==> src/rtl/pong_pkg.sv <==
// pong_pkg: definitions shared by the pong game controller and the ball tracker.
//   state_t     - game controller FSM states
//   WINNER_*    - encodings for the 2-bit winner output
//   H_RES/V_RES - 640x480 display resolution
//   DELAY_W     - width of the serve delay counter (covers 50_000_000 cycles)
package pong_pkg;

  typedef enum logic [2:0] {
    ST_IDLE,
    ST_SERVE,
    ST_PLAY,
    ST_POINT,
    ST_OVER
  } state_t;

  localparam logic [1:0] WINNER_NONE = 2'b00;
  localparam logic [1:0] WINNER_P1   = 2'b01;
  localparam logic [1:0] WINNER_P2   = 2'b10;

  localparam int unsigned H_RES = 640;
  localparam int unsigned V_RES = 480;

  localparam int unsigned DELAY_W = 26;

endpackage

==> src/rtl/edge_detect.sv <==
// edge_detect: single-register rising-edge detector.
//   clk   - clock
//   reset - asynchronous active-low reset
//   in    - level input
//   rise  - high for the cycle where in is high and was low on the previous cycle
// A level already high when reset releases is not an edge: the detector only
// arms once it has seen the input low.
module edge_detect (
  input  logic clk,
  input  logic reset,
  input  logic in,
  output logic rise
);

  logic in_q;
  logic armed;

  always_ff @(posedge clk or negedge reset) begin
    if (!reset) begin
      in_q  <= 1'b0;
      armed <= 1'b0;
    end else begin
      in_q <= in;
      if (!in) armed <= 1'b1;
    end
  end

  assign rise = in & ~in_q & armed;

endmodule

==> src/rtl/pong_game_ctrl.sv <==
// pong_game_ctrl: game sequencing for pong (serve, play, scoring, game over).
//   clk           - 50 MHz clock
//   reset         - asynchronous active-low reset
//   start         - debounced start button level
//   player1_point - ball tracker: player 1 scored (level)
//   player2_point - ball tracker: player 2 scored (level)
//   paddle_hit    - ball tracker: ball struck a paddle (level)
//   game_on       - high while the ball may move
//   ball_reset    - active-low one-cycle pulse on the first SERVE cycle
//   score1/score2 - player scores, 0..WIN_SCORE
//   winner        - 00 none, 01 player 1, 10 player 2
//   rally         - paddle hits in the current rally, saturating at 255
module pong_game_ctrl
  import pong_pkg::*;
#(
  parameter int unsigned WIN_SCORE   = 7,
  parameter int unsigned SERVE_DELAY = 50_000_000
) (
  input  logic       clk,
  input  logic       reset,
  input  logic       start,
  input  logic       player1_point,
  input  logic       player2_point,
  input  logic       paddle_hit,
  output logic       game_on,
  output logic       ball_reset,
  output logic [3:0] score1,
  output logic [3:0] score2,
  output logic [1:0] winner,
  output logic [7:0] rally
);

  localparam logic [3:0]         WIN  = 4'(WIN_SCORE);
  localparam logic [DELAY_W-1:0] LOAD = DELAY_W'(SERVE_DELAY - 1);

  state_t             state, state_n;
  logic [DELAY_W-1:0] cnt;
  logic               start_rise, p1_rise, p2_rise, hit_rise;
  logic               enter_serve;

  edge_detect u_start (.clk(clk), .reset(reset), .in(start),         .rise(start_rise));
  edge_detect u_p1    (.clk(clk), .reset(reset), .in(player1_point), .rise(p1_rise));
  edge_detect u_p2    (.clk(clk), .reset(reset), .in(player2_point), .rise(p2_rise));
  edge_detect u_hit   (.clk(clk), .reset(reset), .in(paddle_hit),    .rise(hit_rise));

  // State register
  always_ff @(posedge clk or negedge reset) begin
    if (!reset) state <= ST_IDLE;
    else        state <= state_n;
  end

  // Next-state logic
  always_comb begin
    state_n = state;
    case (state)
      ST_IDLE:  if (start_rise) state_n = ST_SERVE;
      ST_SERVE: if (cnt == '0) state_n = ST_PLAY;
      ST_PLAY: begin
        if (p1_rise && p2_rise)      state_n = ST_SERVE;
        else if (p1_rise || p2_rise) state_n = ST_POINT;
      end
      ST_POINT: state_n = (score1 == WIN || score2 == WIN) ? ST_OVER : ST_SERVE;
      ST_OVER:  if (start_rise) state_n = ST_SERVE;
      default:  state_n = ST_IDLE;
    endcase
  end

  // Outputs; the counter holds LOAD only on the first SERVE cycle
  always_comb begin
    game_on    = (state == ST_PLAY);
    ball_reset = !((state == ST_SERVE) && (cnt == LOAD));
  end

  assign enter_serve = (state_n == ST_SERVE) && (state != ST_SERVE);

  // Datapath: delay counter, scores, winner, rally
  always_ff @(posedge clk or negedge reset) begin
    if (!reset) begin
      cnt    <= '0;
      score1 <= '0;
      score2 <= '0;
      winner <= WINNER_NONE;
      rally  <= '0;
    end else begin
      if (enter_serve)                       cnt <= LOAD;
      else if (state == ST_SERVE && cnt != '0) cnt <= cnt - 1'b1;

      if (start_rise && (state == ST_IDLE || state == ST_OVER)) begin
        score1 <= '0;
        score2 <= '0;
        winner <= WINNER_NONE;
      end else if (state == ST_PLAY) begin
        if (p1_rise && !p2_rise && score1 < WIN) score1 <= score1 + 1'b1;
        if (p2_rise && !p1_rise && score2 < WIN) score2 <= score2 + 1'b1;
      end else if (state == ST_POINT && state_n == ST_OVER) begin
        winner <= (score1 == WIN) ? WINNER_P1 : WINNER_P2;
      end

      if (enter_serve)
        rally <= '0;
      else if (state == ST_PLAY && hit_rise && rally != '1)
        rally <= rally + 1'b1;
    end
  end

endmodule

==> config.mk <==
export PLATFORM = sky130hd
export DESIGN_NAME = pong_game_ctrl
export DESIGN_NICKNAME = d
export VERILOG_FILES = /design/src/rtl/pong_pkg.sv /design/src/rtl/edge_detect.sv /design/src/rtl/pong_game_ctrl.sv
export SDC_FILE = /design/constraint.sdc
export NUM_CORES = 1
export LEC_CHECK = 0
export ABC_AREA = 1
export CAP_MARGIN = 20
export CORE_AREA = 2 2 89 91
export CTS_BUF_LIST = sky130_fd_sc_hd__clkbuf_16
export CTS_CLUSTER_SIZE = 14
export DETAILED_ROUTE_END_ITERATION = 7
export DIE_AREA = 0 0 91 93
export DONT_BUFFER_PORTS = 1
export PLACE_DENSITY = 0.57
export SLEW_MARGIN = 25
export SYNTH_ARGS = -nofsm -noshare
export SYNTH_HDL_FRONTEND = slang
export SYNTH_SLANG_ARGS = --single-unit
==> constraint.sdc <==
create_clock -name clk -period 3 [get_ports clk]
set_input_delay 0.6 -clock clk [delete_from_list [all_inputs] [get_ports clk]]
set_output_delay 0.6 -clock clk [all_outputs]
set_load 0.005 [all_outputs]
# Yosys cells after proc, flatten, opt, wreduce, memory -nomap -nowiden
# Index checks and enable logic that the tools add are counted.
[word_totals] in_bits=6 word_cells=95 output_inout_bits=20 register_bits=55
[op_classes] add_sub_neg=4 n_lt_le_gt_ge=2 muxes=20 n_reduce_logical=31 eq_ne=12 bitwise=12
[op_table] cell="$mux W26" count=2
[op_table] cell="$eq A26 B26 Y1 const B" count=1
[op_table] cell="$logic_not A26 Y1" count=1
[op_table] cell="$reduce_bool A26 Y1" count=1
[op_table] cell="$sub A26 B1 Y26 const B" count=1
[op_table] cell="$mux W4" count=6
[op_table] cell="$mux W8" count=2
[op_table] cell="$mux W3" count=5
[op_table] cell="$logic_and A1 B1 Y1" count=12
[op_table] cell="$pmux W3 S4" count=1
[op_table] cell="$reduce_bool A2 Y1" count=6
[op_table] cell="$add A4 B1 Y4 const B" count=2
[op_table] cell="$add A8 B1 Y8 const B" count=1
[op_table] cell="$and A1 B1 Y1" count=8
[op_table] cell="$eq A4 B3 Y1 const B" count=2
[op_table] cell="$lt A4 B3 Y1 const B" count=2
[op_table] cell="$mux W2" count=4
[op_table] cell="$ne A8 B8 Y1 const B" count=1
[op_table] cell="$eq A3 B1 Y1 const B" count=2
[op_table] cell="$eq A3 B2 Y1 const B" count=2
[op_table] cell="$eq A3 B3 Y1 const B" count=2
[op_table] cell="$reduce_and A2 Y1" count=3
[op_table] cell="$not A1 Y1" count=4
[op_table] cell="$logic_not A1 Y1" count=3
[op_table] cell="other kinds (5)" count=7

# Depth between registers and ports, before layout
[logic_depth] word_depth=12 depth_mapped=12 ltp_nobuf=12

# Cells and area by module
# Synthesis repeated with hierarchy kept, for this count alone.
[unflattened] hier_cells=436 hier_area_um2=3294.4
[modules_own_cells] mod="pong_game_ctrl" area_each_um2=3039.2 n_inst=1 cells_each=416 seq_area_each_um2=1176.1
[modules_own_cells] mod="edge_detect" area_each_um2=63.8 n_inst=4 cells_each=5 seq_area_each_um2=50.0

# Least setup slack after synthesis
# No wires, ideal clock.
[synth_path] kind="register to register" startpoint="register cnt[0]" endpoint="register cnt[3]" period_less_slack_ns=1.717 setup_ns=0.129 path_buffers=1 setup_slack_ns=1.283 stages_incl_launch_ff=11 arrival_ns=1.588 t_required_ns=2.871 path_cell_list="dfrtp_1 inv_1 ha_1 nand2_2 nor2_4 nand3_2 nand2_2 nand2_4 nand2_4 buf_6 nand3_1"
[synth_via] elab_chain_len=6 word_cells_on_any_way=11 cone_classes="1 x add/sub; 1 x eq/ne; 4 x mux; 5 x reduce/logical"
[synth_rtl] element="start, declared" line_no="pong_game_ctrl.sv:37" text="logic [DELAY_W-1:0] cnt;"
[synth_rtl] element="start signal, assigned" line_no="pong_game_ctrl.sv:86" text="else if (state == ST_SERVE && cnt != '0) cnt <= cnt - 1'b1;"
[synth_rtl] element="$logic_not A26 Y1 *" line_no="pong_game_ctrl.sv:57" text="ST_SERVE: if (cnt == '0) state_n = ST_PLAY;"
[synth_rtl] element="$mux W3 *" line_no="pong_game_ctrl.sv:57"
[synth_rtl] element="$pmux W3 S4 *" line_no="pong_game_ctrl.sv:55" text="case (state)"
[synth_rtl] element="via state_n[0]" line_no="pong_game_ctrl.sv:36" text="state_t state, state_n;"
[synth_rtl] element="$eq A3 B1 Y1 *" line_no="pong_game_ctrl.sv:74" text="assign enter_serve = (state_n == ST_SERVE) && (state != ST_SERVE);"
[synth_rtl] element="$logic_and A1 B1 Y1 *" line_no="pong_game_ctrl.sv:74"
[synth_rtl] element="$mux W26 or $reduce_bool A2 Y1 (tied branches)"
# The timed path passes the listed nets; every way through them passes the cells marked *. The select of a mux whose other input is x is not followed.
# A chain may end at the register's enable or synchronous reset.

# Final worst setup path
[layout_path] startpoint="register state[2]" endpoint="output ball_reset"
[layout_via] elab_chain_len=3
[layout_rtl] element="start, declared" line_no="pong_game_ctrl.sv:36"
[layout_rtl] element="start signal, assigned" line_no="pong_game_ctrl.sv:49" text="else state <= state_n;"
[layout_rtl] element="$eq A3 B1 Y1" line_no="pong_game_ctrl.sv:71" text="ball_reset = !((state == ST_SERVE) && (cnt == LOAD));"
[layout_rtl] element="$logic_and A1 B1 Y1" line_no="pong_game_ctrl.sv:71"
[layout_rtl] element="$logic_not A1 Y1" line_no="pong_game_ctrl.sv:71"
[layout_rtl] element="end, declared" line_no="pong_game_ctrl.sv:26" text="output logic ball_reset,"
# No other way between the ends.

==> metrics.md <==
| Metric | Value |
|---|---|
| Run status | `complete, no violations` |
| Post-Synthesis Cell Area | `3230 sq um` |
| Category of the worst setup path capture point | `output pin` |
| Initial antenna violation count | `0` |
| Shortest clock period the worst path allows after layout | `roughly 2200 ps` |
| Synthesized area per cell | `7.12 sq um` |
| Detailed-route via count | `2785` |
| Setup-failing EPs final | `0` |
| TritonCTS clock tree | `yes` |
| Maximum fanout along the worst path | `10` |
| Startpoint type of the worst setup path | `register` |
| Clock Latency Late Sink | `300 ps` |
| Minimum setup slack after placement | `790 ps` |
| Area of all placed cells without fillers | `around 3500 sq um` |
| Die outline height | `93 um` |
| Number of detailed-routing iterations run before antenna repair | `4` |
| Kind of cell with the highest combined delay on the critical path | `simple AND/OR/NAND/NOR gates` |
| 1st-iter DRT viols | `115` |
| Pin count of the biggest net entering global routing | `56` |
| Crit. Startpoint | `state[2]` |
| Layout Nets | `469` |
| Max-capacitance violation count | `0` |
| Number of nets produced by synthesis | `464` |
| Share of cells above drive strength 1 | `0.0784` |
| Final routed DRC violation total | `0` |
| Maximum vdd drop | `0.000252 V` |
| HPWL Detailed | `5430 um` |
| First-pass GRT wire length | `between 10000 and 15000 um` |
| Post-route clock period utilization | `0.740` |
| Warning count from the yosys run | `0` |
| Die ar. | `approximately 8500 sq um` |
| Total leakage power | `1.83 nW` |
| Overall routed net length | `7300 um` |
| Slew @ Worst Pin | `448 ps` |
| Worst rel slew slack | `0.698` |
| Share of async-settable or async-resettable flops after synthesis | `1.00` |
| Final ANT Viol Nets | `0` |
| Cell repeated most along the worst path | `inv_2` |
| Initial Utilization | `0.429` |
| Synthesized netlist cell count | `453` |
| GR Layer Usage met3 | `0.0363` |
| Crit Path Class | `register to output pin` |
| Routability congestion estimate from global placement | `slightly above 0.9` |
| Post-CTS Setup Inserts | `0` |
| Number of I/O port buffers | `0` |
| Root cell of the clock tree | `clkbuf_16` |
| Num ports | `26` |
| Met1 usage | `0.236` |
| Mean routed wirelength per cell | `13.0 um` |
| Main flop type after synthesis | `dfrtp_1` |
| Overflow left after global routing | `0` |
| Clock skew after layout | `around 6.7 ps` |
| Sequential fraction of the synthesis area | `0.427` |
| Area contributors post-synth | `dfrtp_1 43%, nand2_1 15%, nor2_1 8.5%` |
| Via count of the first global-routing pass | `~2800` |
| Least setup slack across all paths after layout | `around 800 ps` |
| Clock sink count | `55` |
| Ratio of total power to cell area | `416 nW/um^2` |
| Cell breakdown of the critical path | `inv_2 > nand2_1 > nor2_4 > inv_2 > nor4_1 > nand4_1` |
| Busiest layer in global routing | `met2` |
| Total count of max-transition violations in the final report | `0` |
| Number of distinct library cell variants in the gate-level netlist after synthesis | `31` |
| Per-cell via count in the routed design | `4.96` |
| Required time worst endpoint | `2400 ps` |
| # rows | `32` |
| Core Region | `around 7500 sq um` |
| Area delta synth->final | `9.39%` |
| Critical path buffers and inverters | `2` |
| Worst stage delay on the critical path | `approximately 380 ps` |
| Final core utilization | `0.469` |
| Number of hold-slack violations in the final timing report | `0` |
| Highest Clock Rate | `0.450 GHz` |
| Total negative slack for setup checks | `0 ps` |
| Unrepaired setup endpoints after global routing | `false` |
| Count of flip-flops with a built-in enable after synthesis | `0` |
| Arrival time worst endpoint | `1620 ps` |
| Clock Pin Slew Worst Setup and Hold Paths | `70 ps` |
| Cell depth of the worst flop-to-flop path | `11` |
| Slowest-stage cell, CP | `dfrtp_1` |
| Cell taking the most area after synthesis | `dfrtp_1` |
| Clock buffer count from CTS | `5` |
| GR Util met2 | `0.317` |
| Maximum root-to-sink buffer count | `2` |
| Portion of synthesized cell area occupied by the leading cell type | `0.427` |
| Total Routing Usage GR | `0.185` |
| Worst min path class | `input port to asynchronous set/reset pin` |
| Levels on crit path | `6` |
| Post-synthesis register bit count | `55` |
| Number of inserted diodes | `0` |
| Die width | `91 um` |
| H-Tree Depth | `2` |
| Standard cell area after detailed placement | `between 3000 and 4000 sq um` |
| Overall power consumption | `1.47 mW` |
| Reg-to-Reg Start | `cnt[0]` |
routing by layer:
metal,share of wire,vias up
li1,-,1452
met1,0.49,1281
met2,0.46,38
met3,0.029,14
met4,0.023,0
met5,0,-
cell usage in the layout, fill, tap and decap left out, types with 3 or more instances in the layout:
cell       netlist  layout
a21oi_1          4       4
clkbuf_16        0       5
dfrtp_1         55      55
ha_1             5       5
inv_1           56      56
inv_2            7       7
nand2_1        131     131
nand2_2          4       4
nand3_1         45      45
nand4_1         19      19
nor2_1          73      73
nor2_2           6       6
nor2_4           3       3
nor4_1           4       4
o211ai_1         3       3
o21ai_0         10      10
o21bai_1         3       3
xor2_1           6       6
synthesized netlist by cell type, types with 3 or more instances:
master	instances
inv_1	56
nand3_1	45
ha_1	5
xor2_1	6
nor2_1	73
o21bai_1	3
nand2_2	4
nor2_4	3
nor4_1	4
inv_2	7
nor2_2	6
dfrtp_1	55
o21ai_0	10
nand2_1	131
nand4_1	19
a21oi_1	4
o211ai_1	3
what timing repair did:
action | 4_1_cts | 5_1_grt
endpoints found under the hold margin | 55 | 0
hold buffers | 1 | 0
gates resized for setup | 0 | 0
final timing paths:
check	end	slack [ps]
setup / recovery	ball_reset	780
hold / removal	score2[1]	160
setup reg to reg	cnt[21]	800
hold reg to reg	u_p1.armed	470
max in group asynchronous	cnt[10]	2620
min in group clk	u_hit.in_q	320
cell families (layout without fill, tap and decap cells):
logic type,Yosys count,count (layout),share of synthesized area
simple gates,295,295,0.407
buf+inv,67,73,0.0830
flops,55,55,0.427
xor+xnor,7,7,0.0190
compound gates,24,24,0.0446
fa+ha+maj,5,5,0.0194
state kept, by name, indices dropped and copies added (netlist names), 2 cells and up:
signal  flops
rally       8
score2      4
score1      4
cnt        26
state       3
winner      2
final cells by class:
class / instances / area (sq um)
sequential: 55 / 1380
inverter: 64 / 240
timing repair buffer: 1 / 27.5
clock buffer: 5 / 125
tap: 102 / 128
clock inverter: 3 / 50.0
fill: 810 / 4000
multi-input combinational: 331 / 1580
per-stage QoR:
stage	hold slack [ps]	std cells
floorplan	304	453
global placement	305	552
detailed placement	306	552
CTS	169	561
global route	172	561
finish	158	561
report_power, final:
part	switching (mW)	total (mW)	internal, mW
clock network	0.294	0.697	0.404
registers	0.00125	0.746	0.745
logic	0.0189	0.0255	0.00657
total	0.314	1.47	1.16
Note: power is estimated with default switching activity, not from simulation.
